`src/rtl/operand_fetch.sv`:
```
// Operand fetch stage: register-file read, EX/MEM forwarding, PC+8 substitution, load-use bubble.
// Optional statistics counters (stall_cnt, bubble_cnt, fwd_cnt) are built when OPF_STATS_EN is defined.
module operand_fetch #(
  parameter int unsigned DATA_W = 32,
  parameter int unsigned ADDR_W = 4,
  parameter int unsigned PC_REG = 15
`ifdef OPF_STATS_EN
  ,
  parameter int unsigned CNT_W  = 16
`endif
) (
  input  logic              clk,
  input  logic              reset_n,
  input  logic              in_valid,
  output logic              in_ready,
  input  logic [ADDR_W-1:0] in_rn,
  input  logic [ADDR_W-1:0] in_rm,
  input  logic              in_use_rn,
  input  logic              in_use_rm,
  input  logic [ADDR_W-1:0] in_rd,
  input  logic              in_reg_write,
  input  logic              in_is_load,
  input  logic [DATA_W-1:0] in_pc_plus8,
  output logic [ADDR_W-1:0] rf_addr1,
  output logic [ADDR_W-1:0] rf_addr2,
  input  logic [DATA_W-1:0] rf_data1,
  input  logic [DATA_W-1:0] rf_data2,
  input  logic              ex_wr_en,
  input  logic              ex_is_load,
  input  logic [ADDR_W-1:0] ex_wr_addr,
  input  logic [DATA_W-1:0] ex_result,
  input  logic              mem_wr_en,
  input  logic [ADDR_W-1:0] mem_wr_addr,
  input  logic [DATA_W-1:0] mem_result,
  input  logic              flush,
  output logic              out_valid,
  input  logic              out_ready,
  output logic [DATA_W-1:0] op_a,
  output logic [DATA_W-1:0] op_b,
  output logic [ADDR_W-1:0] out_rd,
  output logic              out_reg_write,
  output logic              out_is_load
`ifdef OPF_STATS_EN
  ,
  output logic [CNT_W-1:0]  stall_cnt,
  output logic [CNT_W-1:0]  bubble_cnt,
  output logic [CNT_W-1:0]  fwd_cnt
`endif
);

  localparam logic [ADDR_W-1:0] PC_IDX = ADDR_W'(PC_REG);

  typedef enum logic {RUN, STALL} state_t;

  state_t            state, state_nxt;
  logic              capture, valid_nxt, hazard;
  logic              pc_a, pc_b, ex_hit_a, ex_hit_b, mem_hit_a, mem_hit_b;
  logic              lu_a, lu_b;
  logic [DATA_W-1:0] sel_a, sel_b;

  assign rf_addr1 = in_rn;
  assign rf_addr2 = in_rm;

  // Source match decode; PC reads never forward and never stall.
  assign pc_a      = in_use_rn && (in_rn == PC_IDX);
  assign pc_b      = in_use_rm && (in_rm == PC_IDX);
  assign ex_hit_a  = in_use_rn && !pc_a && ex_wr_en && !ex_is_load && (ex_wr_addr == in_rn);
  assign ex_hit_b  = in_use_rm && !pc_b && ex_wr_en && !ex_is_load && (ex_wr_addr == in_rm);
  assign mem_hit_a = in_use_rn && !pc_a && mem_wr_en && (mem_wr_addr == in_rn);
  assign mem_hit_b = in_use_rm && !pc_b && mem_wr_en && (mem_wr_addr == in_rm);
  assign lu_a      = in_use_rn && !pc_a && ex_wr_en && ex_is_load && (ex_wr_addr == in_rn);
  assign lu_b      = in_use_rm && !pc_b && ex_wr_en && ex_is_load && (ex_wr_addr == in_rm);
  assign hazard    = in_valid && (lu_a || lu_b);

  always_comb begin
    sel_a = rf_data1;
    if (pc_a)           sel_a = in_pc_plus8;
    else if (ex_hit_a)  sel_a = ex_result;
    else if (mem_hit_a) sel_a = mem_result;
  end

  always_comb begin
    sel_b = rf_data2;
    if (pc_b)           sel_b = in_pc_plus8;
    else if (ex_hit_b)  sel_b = ex_result;
    else if (mem_hit_b) sel_b = mem_result;
  end

  // Next-state, handshake and capture control; flush overrides everything.
  always_comb begin
    state_nxt = state;
    in_ready  = 1'b0;
    capture   = 1'b0;
    valid_nxt = out_valid && !out_ready;
    if (flush) begin
      state_nxt = RUN;
      valid_nxt = 1'b0;
    end else if (state == STALL) begin
      state_nxt = RUN;
    end else if (out_valid && !out_ready) begin
      valid_nxt = 1'b1;
    end else if (in_valid && !hazard) begin
      capture   = 1'b1;
      in_ready  = 1'b1;
      valid_nxt = 1'b1;
    end else if (hazard) begin
      state_nxt = STALL;
    end
  end

  always_ff @(posedge clk or negedge reset_n) begin
    if (!reset_n) state <= RUN;
    else          state <= state_nxt;
  end

  // ID/EX pipeline register.
  always_ff @(posedge clk or negedge reset_n) begin
    if (!reset_n) begin
      out_valid     <= 1'b0;
      op_a          <= '0;
      op_b          <= '0;
      out_rd        <= '0;
      out_reg_write <= 1'b0;
      out_is_load   <= 1'b0;
    end else begin
      out_valid <= valid_nxt;
      if (capture) begin
        op_a          <= sel_a;
        op_b          <= sel_b;
        out_rd        <= in_rd;
        out_reg_write <= in_reg_write;
        out_is_load   <= in_is_load;
      end
    end
  end

`ifdef OPF_STATS_EN
  logic [1:0]     fwd_inc;
  logic [CNT_W:0] fwd_sum;

  assign fwd_inc = capture ? ({1'b0, ex_hit_a || mem_hit_a} + {1'b0, ex_hit_b || mem_hit_b}) : 2'd0;
  assign fwd_sum = {1'b0, fwd_cnt} + (CNT_W + 1)'(fwd_inc);

  // Saturating event counters.
  always_ff @(posedge clk or negedge reset_n) begin
    if (!reset_n) begin
      stall_cnt  <= '0;
      bubble_cnt <= '0;
      fwd_cnt    <= '0;
    end else begin
      if (state == RUN && state_nxt == STALL && stall_cnt != '1)
        stall_cnt <= stall_cnt + CNT_W'(1);
      if (!out_valid && in_valid && bubble_cnt != '1)
        bubble_cnt <= bubble_cnt + CNT_W'(1);
      fwd_cnt <= fwd_sum[CNT_W] ? '1 : fwd_sum[CNT_W-1:0];
    end
  end
`endif

endmodule
```
`config.mk`:
```
export PLATFORM = sky130hd
export DESIGN_NAME = operand_fetch
export DESIGN_NICKNAME = d
export VERILOG_FILES = /design/src/rtl/operand_fetch.sv
export SDC_FILE = /design/constraint.sdc
export NUM_CORES = 1
export LEC_CHECK = 0
export ABC_AREA = 1
export BUFFER_PORTS_ARGS = -buffer_cell sky130_fd_sc_hd__buf_2
export CAP_MARGIN = 10
export CORE_AREA = 4 4 115 117
export CTS_CLUSTER_DIAMETER = 30
export DETAILED_ROUTE_END_ITERATION = 10
export DIE_AREA = 0 0 119 121
export PLACE_DENSITY_LB_ADDON = 0.15
export SKIP_CTS_REPAIR_TIMING = 1
export SYNTH_ARGS = -nofsm -noshare
export SYNTH_HDL_FRONTEND = slang
export SYNTH_SLANG_ARGS = --single-unit
```
`constraint.sdc`:
```
create_clock -name clk -period 2.04 [get_ports clk]
set_clock_uncertainty 0.2 [all_clocks]
set_input_delay 0.204 -clock clk [delete_from_list [all_inputs] [get_ports clk]]
set_output_delay 0.204 -clock clk [all_outputs]
set_load 0.005 [all_outputs]
```
=== Word-level counts from Yosys, hierarchy flattened ===
Cells that the tools add are included.

* Bits in registers: 72
* Input bits: 192
* Output and inout bits: 80
* Word-level logic and storage cells: 58

* Equality and inequality tests: 6
* Mux-type cells: 18
* Reduce and logical (&&, ||, !) cells: 27

{| class="wikitable"
|+ Operators with widths
! cell !! number
|-
| $mux W32 || 6
|-
| $logic_and A1 B1 Y1 || 21
|-
| $eq A4 B4 Y1 || 4
|-
| $mux W1 || 12
|-
| $eq A4 B4 Y1 const B || 2
|-
| $logic_not A1 Y1 || 5
|-
| $logic_or A1 B1 Y1 || 1
|}

=== Logic depth before layout (Yosys ltp) ===
Gate-level depths: netlist of the first run.

* Depth after elaboration: 15
* Mapped depth: 12
* Depth with buffers taken out: 11

=== Worst setup path before layout of the first run ===
Ideal clock, no wire load.

* Path kind: register to register
* Start: reg state
* End: reg op_b[0]
* Library setup time: 0.116 ns
* Arrival time: 1.367 ns
* Required time: 1.724 ns
* Slack: 0.357 ns
* Cell stages (with the launch flop): 8
* Path buffers: 2
* Period minus slack after synthesis: 1.683 ns
* Cells stage by stage: dfrtp_1 > or3b_1 > nor2_1 > nand3_2 > buf_6 > buf_6 > nand2_1 > nand2_1

* Word-level cells in the longest chain between the ends: 2

{| class="wikitable"
|+ Ends and longest elaborated chain
! element !! line !! source
|-
| from (decl) || 55 || <nowiki>state_t state, state_nxt;</nowiki>
|-
| from (signal assigned) || 113 || <nowiki>else state <= state_nxt;</nowiki>
|-
| $mux W1 || 98 || <nowiki>end else if (state == STALL) begin</nowiki>
|-
| $mux W1 || 95 || <nowiki>if (flush) begin</nowiki>
|-
| to (signal assigned) || 129 || <nowiki>op_b <= sel_b;</nowiki>
|-
| to (decl) || 39 || <nowiki>output logic [DATA_W-1:0] op_b,</nowiki>
|}

No other way between the ends.
A chain may end at the register's enable or synchronous reset.

=== Worst setup path after layout of the first run ===
* Start: reg state
* End: out in_ready

* Word-level cells in the longest chain between the ends: 2

{| class="wikitable"
|+ Ends and longest elaborated chain
! element !! line !! source
|-
| $mux W1 || 98 ||
|-
| $mux W1 || 95 ||
|-
| to (decl) || 15 || <nowiki>output logic in_ready,</nowiki>
|}

No other way between the ends.

==> impl_metrics.tcl, run 1 <==
set metrics [dict create \
    drv_cap 0 \
    fin_nets 1460 \
    leakagePower_nw 5.03 \
    fp.dieH_um 121 \
    synth.avg_cell_area_um2 5.75 \
    gp_congestion 0.879 \
    power_mw 4.90 \
    track_usage_pct 28.3 \
    synth_top_area_cell "dfrtp_1" \
    syn_area_mm2 0.00572 \
    cts_root_buf "clkbuf_16" \
    dieArea_mm2 0.0144 \
    layout_min_cycle_time_ns 2.09 \
    slew_headroom_pct 71.0 \
    nFillCells 1241 \
    cp.buffers_inverters 3 \
    p_sw_share_pct 31.3 \
    hold_viol 10 \
    area_growth_pct 39.0 \
    comb_power_share_pct 27.9 \
    cp.arrival_ns 1.68 \
    firstDrtPassIters 7 \
    powerDensity_mw_per_mm2 617 \
    syn_inst 995 \
    path_cells "or3b_4, nor2_4, nand3_4, buf_12, clkinv_8, buf_6" \
    grt_pass1_vias 6527 \
    hold_ws_ns -0.0211 \
    grt_max_degree 65 \
    rsz0062_at_grt "true" \
    place_hpwl_mm 15.2 \
    p_int_mw 3.37 \
    drt-total-wl_mm 21.5 \
    clockBufferDepth 2 \
    grt_pass1_wl_mm 32.7 \
    drc_errors 0 \
    seq_area_frac_synth_pct 31.5 \
    core.rowCount 41 \
    finalSetupViolCount 1 \
    fp.dieW_um 119 \
    worst_pin_slew_ns 0.434 \
    post-route-period-util_pct 102 \
    cp_slowest_stage_delay_ns 0.41 \
    min_path_type "primary input to register" \
    cts_tree "done" \
    crit_family "simple AND/OR/NAND/NOR gates" \
    drive_gt1_share_pct 28.0 \
    h-tree-depth 3 \
    cp-start-kind "register" \
    antenna_found_initial 1 \
    critPathCaptureType "output port" \
    wl_per_cell_um 14.9 \
    timing.final.ws_setup_ns -0.0488 \
    synth_fp_nets 1187 \
    vias 7347 \
    synth.area.top_cells "dfrtp_1, nand2_1, nand3_1" \
    power_frac_seq_pct 36.9 \
    cts-buffers-inserted 9 \
    grt_overflow 0 \
    ios 272 \
    crit_slowest_cell "or3b_4" \
    failed_checks "hold timing, setup timing" \
    path_max_fanout 5 \
    clock.fmax_mhz 479 \
    core-area_mm2 0.0124 \
    synth_top_area_share_pct 31.5 \
    power.switching_mw 1.54 \
    status "finished, violations left" \
    worstSkewPairLatency_ns 0.34 \
    critPathKind "register to output port" \
    port_buffers 271 \
    preCtsSetupSlack_ns 0.0946 \
    ant_nets 0 \
    cp.required_ns 1.64 \
    peakVddDrop_mv 0.485 \
    synth_cell_type_count 22 \
    synth_seq_cells 72 \
    viasPerCell 5.08 \
    drt_first_iter_violations 818 \
    clkTransAtPathRegs_ns 0.06 \
    clock_power_share_pct 35.3 \
    slew_viol_final 0 \
    cts.sinks 72 \
    yosysWarnings 0 \
    start_util_pct 46.3 \
]
final timing paths:
| kind | from | end | slack (ns) | cells after the start |
|---|---|---|---|---|
| min in group asynchronous | reset_n | op_a[16]$_DFFE_PN0P_ | 0.14 | 2 |
| max reg2reg | state$_DFF_PN0_ | op_b[7]$_DFFE_PN0P_ | 0.05 | 9 |
| min reg2reg | op_a[21]$_DFFE_PN0P_ | op_a[21]$_DFFE_PN0P_ | 0.27 | 2 |
| max | state$_DFF_PN0_ | in_ready | -0.05 | 6 |
| max in group asynchronous | reset_n | op_a[6]$_DFFE_PN0P_ | 0.92 | 3 |
| min | ex_result[23] | op_a[23]$_DFFE_PN0P_ | -0.02 | 5 |
synth_stat cells:
cell	count
nand2_1	348
nand3_1	197
nor2_1	137
inv_1	117
dfrtp_1	72
a21oi_1	35
buf_2	26
clkbuf_1	24
buf_4	8
buf_6	6
nor2_2	6
inv_2	4
buf_1	3
nand4_1	3
o21ai_0	2
nand2_2	1
nand3_2	1
o21ai_1	1
o32ai_1	1
or3b_1	1
xnor2_1	1
xor2_1	1
through the flow:
step	instances	utilization (%)	instance area, um^2	setup TNS (ns)
6_report	1446	64.3	7950	-0.0488
3_5_place_dp	1407	59.5	7360	0
5_1_grt	1445	64.3	7950	-0.166
2_1_floorplan	995	-	5720	0
3_3_place_gp	1407	59.5	7360	0
4_1_cts	1423	62.1	7680	-0.289
layout by cell type (no fill, tap or decap), types with 2 or more instances in the layout:
master / netlist / final
buf_2: 26 / 269
nor2_2: 6 / 4
dfrtp_1: 72 / 72
o21ai_0: 2 / 2
bufinv_16: 0 / 2
nor2_1: 137 / 130
nor2_4: 0 / 9
nand2_1: 348 / 348
nand4_1: 3 / 3
inv_2: 4 / 3
clkinv_2: 0 / 2
buf_12: 0 / 8
inv_1: 117 / 117
clkbuf_16: 0 / 11
dlygate4sd3_1: 0 / 10
nand3_1: 197 / 196
a21oi_1: 35 / 35
buf_4: 8 / 39
flip-flops by register name (all words and copies together), names as in the netlist:
signal / flops
out_is_load: 1
op_b: 32
out_rd: 4
out_valid: 1
op_a: 32
out_reg_write: 1
state: 1
power by group through the flow:
stage / clock, mW / combinational (mW) / sequential (mW)
floorplan: 0 / 0.588 / 1.84
global placement: 0 / 1.29 / 1.83
detailed placement: 0 / 1.31 / 1.83
CTS: 1.76 / 1.32 / 1.81
global route: 1.80 / 1.53 / 1.84
finish: 1.73 / 1.37 / 1.81
worst reg2reg max path, stage by stage (launching register included):
cell     delay, ns
dfrtp_1       0.36
or3b_4        0.41
nor2_4        0.15
nand3_4       0.12
buf_12        0.17
buf_4         0.16
buf_12        0.14
nor2_1        0.10
nand2_1       0.07
nand2_1       0.05
metal layers:
| metal | routed length [um] | vias to the layer above | track usage [%] | share of wire [%] |
|---|---|---|---|---|
| li1 | - | 3616 | - | - |
| met1 | 8850 | 3257 | 37.4 | 41 |
| met2 | 10000 | 417 | 45.4 | 47 |
| met3 | 1950 | 55 | 5.69 | 9.1 |
| met4 | 690 | 2 | 11.4 | 3.2 |
| met5 | 14 | - | 0 | 0.065 |
layout make-up:
type	count	area [um^2]	share of cell area [%]
multi-input combinational	735	3180	40.0
clock inverter	7	95.1	1.20
tap	172	215	2.71
clock buffer	9	225	2.83
sequential	72	1800	22.7
timing repair buffer	329	1960	24.7
antenna	1	2.50	0.0315
inverter	121	467	5.87
logic make-up after synthesis:
kind of cell	count (synthesis)	share of synthesized area [%]
buf+inv	188	14.2
compound gates	39	3.48
flops	72	31.5
xor+xnor	2	0.306
simple gates	694	50.5
No activity file was read; power rests on OpenSTA's default activity.
==> run 2, diff against run 1 <==
--- a/config.mk
+++ b/config.mk
@@ -8,10 +8,10 @@
 export ABC_AREA = 1
 export BUFFER_PORTS_ARGS = -buffer_cell sky130_fd_sc_hd__buf_2
 export CAP_MARGIN = 10
-export CORE_AREA = 4 4 115 117
+export CORE_AREA = 4 4 103 130
 export CTS_CLUSTER_DIAMETER = 30
 export DETAILED_ROUTE_END_ITERATION = 10
-export DIE_AREA = 0 0 119 121
+export DIE_AREA = 0 0 107 134
 export PLACE_DENSITY_LB_ADDON = 0.15
 export SKIP_CTS_REPAIR_TIMING = 1
 export SYNTH_ARGS = -nofsm -noshare
==> impl_metrics.tcl, run 2 (synthesized netlist as in run 1, its figures left out) <==
set metrics [dict create \
    drv_cap 0 \
    comb_power_share_pct 28.7 \
    hold_ws_ns -0.0199 \
    crit_slowest_cell "or3b_4" \
    cp.arrival_ns 1.59 \
    layout_min_cycle_time_ns 1.99 \
    worst_pin_slew_ns 0.544 \
    p_int_mw 3.12 \
    leakagePower_nw 4.96 \
    h-tree-depth 3 \
    dp_cells 1397 \
    multi_input_area_mm2 0.00316 \
    track_usage_pct 28.9 \
    use_met3_pct 5.30 \
    hold_viol 9 \
    ff2ff_setup_slack_ns 0.12 \
    powerDensity_mw_per_mm2 596 \
    place_hpwl_mm 15.6 \
    core.rowCount 45 \
    drive_gt1_share_pct 27.3 \
    firstDrtPassIters 5 \
    status "finished, violations left" \
    path_max_fanout 7 \
    post-route-period-util_pct 97.8 \
    power_frac_seq_pct 39.2 \
    slew_headroom_pct 63.7 \
    core-area_mm2 0.0120 \
    clockBufferDepth 2 \
    grt_pass1_vias 6825 \
    grt_max_degree 38 \
    failed_checks "hold timing" \
    critPathCaptureType "output port" \
    antenna_found_initial 3 \
    peakVddDrop_mv 0.348 \
    wl_per_cell_um 14.9 \
    viasPerCell 5.07 \
    vias 7267 \
    gp_congestion 0.898 \
    cts_root_buf "clkbuf_16" \
    drt-total-wl_mm 21.3 \
    start_util_pct 47.5 \
    grt_overflow 0 \
    fp.dieH_um 134 \
    ios 272 \
    drc_errors 0 \
    nFillCells 1260 \
    grt.busiest_layer "met2" \
    dieArea_mm2 0.0143 \
    cts.sinks 72 \
    final_common_cell "nand2_1" \
    fp.dieW_um 107 \
    clkTransAtPathRegs_ns 0.06 \
    grt_use_met1_pct 35.6 \
    clock_power_share_pct 32.1 \
    port_buffers 271 \
    critPathKind "register to output port" \
    grt_pass1_wl_mm 33.0 \
    fin_nets 1452 \
    cp-start-kind "register" \
    crit_family "simple AND/OR/NAND/NOR gates" \
    min_path_type "primary input to register" \
    largestRegisters "op_a: 32 flops, op_b: 32 flops, out_rd: 4 flops" \
    cp.required_ns 1.64 \
    ff_latch_area_mm2 0.00180 \
    area_growth_pct 35.7 \
    cp.buffers_inverters 2 \
    final_cell_mix "nand2_1, buf_2, nand3_1, nor2_1, inv_1" \
    ant_nets 0 \
    worstSkewPairLatency_ns 0.33 \
    gr-usage-met2_pct 48.8 \
    clock.fmax_mhz 501 \
    cts_tree "done" \
    path_cells "or3b_4, nor2_4, nand3_4, clkinv_4, buf_6" \
    instances_no_fill 1432 \
    finalSetupViolCount 0 \
    cp_slowest_stage_delay_ns 0.39 \
    power.switching_mw 1.51 \
    slew_viol_final 0 \
    p_sw_share_pct 32.5 \
    drt_first_iter_violations 544 \
    cts-buffers-inserted 9 \
]
run 2: cell types whose count changed in the layout (fill, tap and decap cells not counted), sizes merged:
cell         before  now
buf             317  312
bufinv            2    0
clkbuf           11   10
clkinv            4    5
clkinvlp          1    2
diode             1    3
dlygate4sd3      10    9
inv             121  120
run 2: power by group through the flow:
stage	combinational [mW]	clock, mW	sequential, mW
4_1_cts	1.30	1.51	1.81
3_3_place_gp	1.28	0	1.83
5_1_grt	1.49	1.58	1.84
6_report	1.33	1.49	1.81
2_1_floorplan	0.588	0	1.84
3_5_place_dp	1.29	0	1.83
run 2: layout make-up:
cell class              instances  share of cell area (%)
flip-flops and latches         72                    23.2
clock inverters                 6                   0.451
diodes                          3                  0.0967
clock buffers                  10                    3.08
multi-input cells             735                    40.7
inverters                     121                    5.91
repair buffers                321                    23.9
well taps                     164                    2.64
run 2: worst paths after layout:
| path | from | endpoint | depth (start not counted) |
|---|---|---|---|
| max | state$_DFF_PN0_ | in_ready | 5 |
| min | ex_result[16] | op_a[16]$_DFFE_PN0P_ | 5 |
| max reg2reg | state$_DFF_PN0_ | op_a[10]$_DFFE_PN0P_ | 8 |
| min reg2reg | out_rd[0]$_DFFE_PN0P_ | out_rd[0]$_DFFE_PN0P_ | 2 |
| max in group asynchronous | reset_n | op_b[31]$_DFFE_PN0P_ | 3 |
| min in group asynchronous | reset_n | op_a[17]$_DFFE_PN0P_ | 2 |
run 2: metrics by stage:
step / TNS, ns / utilization (%) / setup slack, ns / total power, mW / area [um^2]
global route: -0.00561 / 64.4 / -0.00561 / 4.91 / 7760
detailed placement: 0 / 60.7 / 0.0794 / 3.13 / 7310
floorplan: 0 / - / 0.357 / 2.43 / 5720
CTS: -0.252 / 63.0 / -0.252 / 4.62 / 7590
global placement: 0 / 60.7 / 0.118 / 3.11 / 7310
finish: 0 / 64.4 / 0.0454 / 4.63 / 7760
run 2: layer usage:
metal | routed length [um] | up-vias
li1 | - | 3602
met1 | 8370 | 3209
met2 | 10400 | 399
met3 | 1820 | 57
met4 | 697 | 0
met5 | 0 | -
run 2: worst register-to-register path, delay by kind of cell (launching register included):
kind                   cells  cell delay, ns
buffers and inverters      2            0.35
flip-flops                 1            0.37
AND/OR/NAND/NOR            6            0.93
==> run 3, diff against run 2 <==
--- a/config.mk
+++ b/config.mk
@@ -12,7 +12,7 @@
 export CTS_CLUSTER_DIAMETER = 30
 export DETAILED_ROUTE_END_ITERATION = 10
 export DIE_AREA = 0 0 107 134
-export PLACE_DENSITY_LB_ADDON = 0.15
+export PLACE_DENSITY = 0.81
 export SKIP_CTS_REPAIR_TIMING = 1
 export SYNTH_ARGS = -nofsm -noshare
 export SYNTH_HDL_FRONTEND = slang
==> impl_metrics.tcl, run 3 (synthesized netlist as in run 1, its figures left out) <==
set metrics [dict create \
    status "finished, violations left" \
    failed_checks "hold timing" \
    dp_cells 1395 \
    viasPerCell 5.21 \
    final_common_cell "nand2_1" \
    track_usage_pct 29.0 \
    hold_viol 9 \
    cts.sinks 72 \
    clock.fmax_mhz 505 \
    grt_max_degree 73 \
    timing.rr.start "state$_DFF_PN0_" \
    clockBufferDepth 2 \
    min_path_type "primary input to register" \
    critPathKind "register to output port" \
    cp.arrival_ns 1.58 \
    fin_nets 1446 \
    hold_ws_ns -0.0165 \
    fp.dieW_um 107 \
    p_sw_share_pct 32.5 \
    post-route-period-util_pct 97.1 \
    cp-start-kind "register" \
    cts-buffers-inserted 9 \
    leakagePower_nw 4.93 \
    powerDensity_mw_per_mm2 604 \
    largestRegisters "op_a: 32 flops, op_b: 32 flops, out_rd: 4 flops" \
    firstDrtPassIters 7 \
    drc_errors 0 \
    instances_no_fill 1423 \
    n_antenna_cell 0 \
    worstSkewPairLatency_ns 0.33 \
    final_area_mm2 0.00772 \
    worst_pin_slew_ns 0.472 \
    drive_gt1_share_pct 26.8 \
    drt_first_iter_violations 576 \
    start_util_pct 47.5 \
    antenna_found_initial 0 \
    final_cell_mix "nand2_1, buf_2, nand3_1, nor2_1, inv_1" \
    drt-total-wl_mm 21.4 \
    timing.final.ws_setup_ns 0.0595 \
    min_to "op_a[5]$_DFFE_PN0P_" \
    h-tree-depth 3 \
    cp_slowest_stage_delay_ns 0.39 \
    clock_power_share_pct 32.4 \
    critPathCaptureType "output port" \
    path_cells "or3b_4, nor2_4, nand3_4, inv_4, buf_2" \
    postPlaceCellArea_mm2 0.00730 \
    crit_slowest_cell "or3b_4" \
    port_buffers 271 \
    grt_pass1_vias 6928 \
    wl_per_cell_um 15.1 \
    cts_tree "done" \
    ff2ff_path_depth 7 \
    dieArea_mm2 0.0143 \
    slew_viol_final 0 \
    peakVddDrop_mv 0.359 \
    layout_min_cycle_time_ns 1.98 \
    path_max_fanout 5 \
    p_int_mw 3.15 \
    clkTransAtPathRegs_ns 0.06 \
    power_frac_seq_pct 39.4 \
    ant_nets 0 \
    slew_headroom_pct 68.5 \
    finalSetupViolCount 0 \
    comb_power_share_pct 28.3 \
    fp.dieH_um 134 \
    hp-start "ex_result[5]" \
    core-area_mm2 0.0120 \
    cts_root_buf "clkbuf_16" \
    r2r-end "op_a[10]$_DFFE_PN0P_" \
    cp.required_ns 1.64 \
    drv_cap 0 \
    grt_pass1_wl_mm 33.6 \
    area_growth_pct 34.9 \
    ios 272 \
    grt_overflow 0 \
    core.rowCount 45 \
    ff2ff_setup_slack_ns 0.22 \
    gp_congestion 0.906 \
    vias 7413 \
    place_hpwl_mm 15.7 \
    preCtsSetupSlack_ns 0.136 \
    holdPathStages 5 \
    power.switching_mw 1.52 \
]
## run 3: per-stage QoR
step           power, mW  setup TNS (ns)  hold slack, ns  util (%)
2_1_floorplan       2.43               0          -0.292         -
3_3_place_gp        3.12               0         -0.0148      60.6
3_5_place_dp        3.14               0        -0.00996      60.6
4_1_cts             4.65         -0.0774          -0.362      63.0
5_1_grt             4.93        -0.00346          0.0105      64.0
6_report            4.66               0         -0.0165      64.0
## run 3: critical path, delay by kind of cell, from the launching register on
kind / cells / cell delay [ns]
flops: 1 / 0.36
simple gates: 3 / 0.65
buf+inv: 2 / 0.23
## run 3: worst max-delay path by stage
stage                          from  slack [ns]  depth (start not counted)              endpoint
CTS                 state$_DFF_PN0_       -0.08                          5              in_ready
finish              state$_DFF_PN0_        0.06                          5              in_ready
detailed placement         in_rm[1]        0.14                         12  op_a[10]$_DFFE_PN0P_
global placement           in_rm[1]        0.20                         12   op_a[5]$_DFFE_PN0P_
global route        state$_DFF_PN0_      -0.003                          5              in_ready
floorplan           state$_DFF_PN0_        0.36                          7   op_b[0]$_DFFE_PN0P_
## run 3: power groups by stage
stage | Combinational (mW) | Clock, mW | Sequential [mW]
floorplan | 0.588 | 0 | 1.84
global placement | 1.26 | 0 | 1.85
detailed placement | 1.29 | 0 | 1.85
CTS | 1.30 | 1.53 | 1.83
global route | 1.48 | 1.59 | 1.86
finish | 1.32 | 1.51 | 1.84
## run 3: metal layers
layer	track usage [%]	part of all wire (%)
met5	0	0
met4	13.7	4.1
met3	4.86	9.5
met2	48.5	49
met1	36.2	38
## run 3: cell type report
class                   instances  area [um^2]
clock buffers                  11          253
multi-input cells             735         3170
well taps                     164          205
inverters                     121          457
repair buffers                315         1800
fillers                      1170         4330
clock inverters                 5         31.3
flip-flops and latches         72         1800
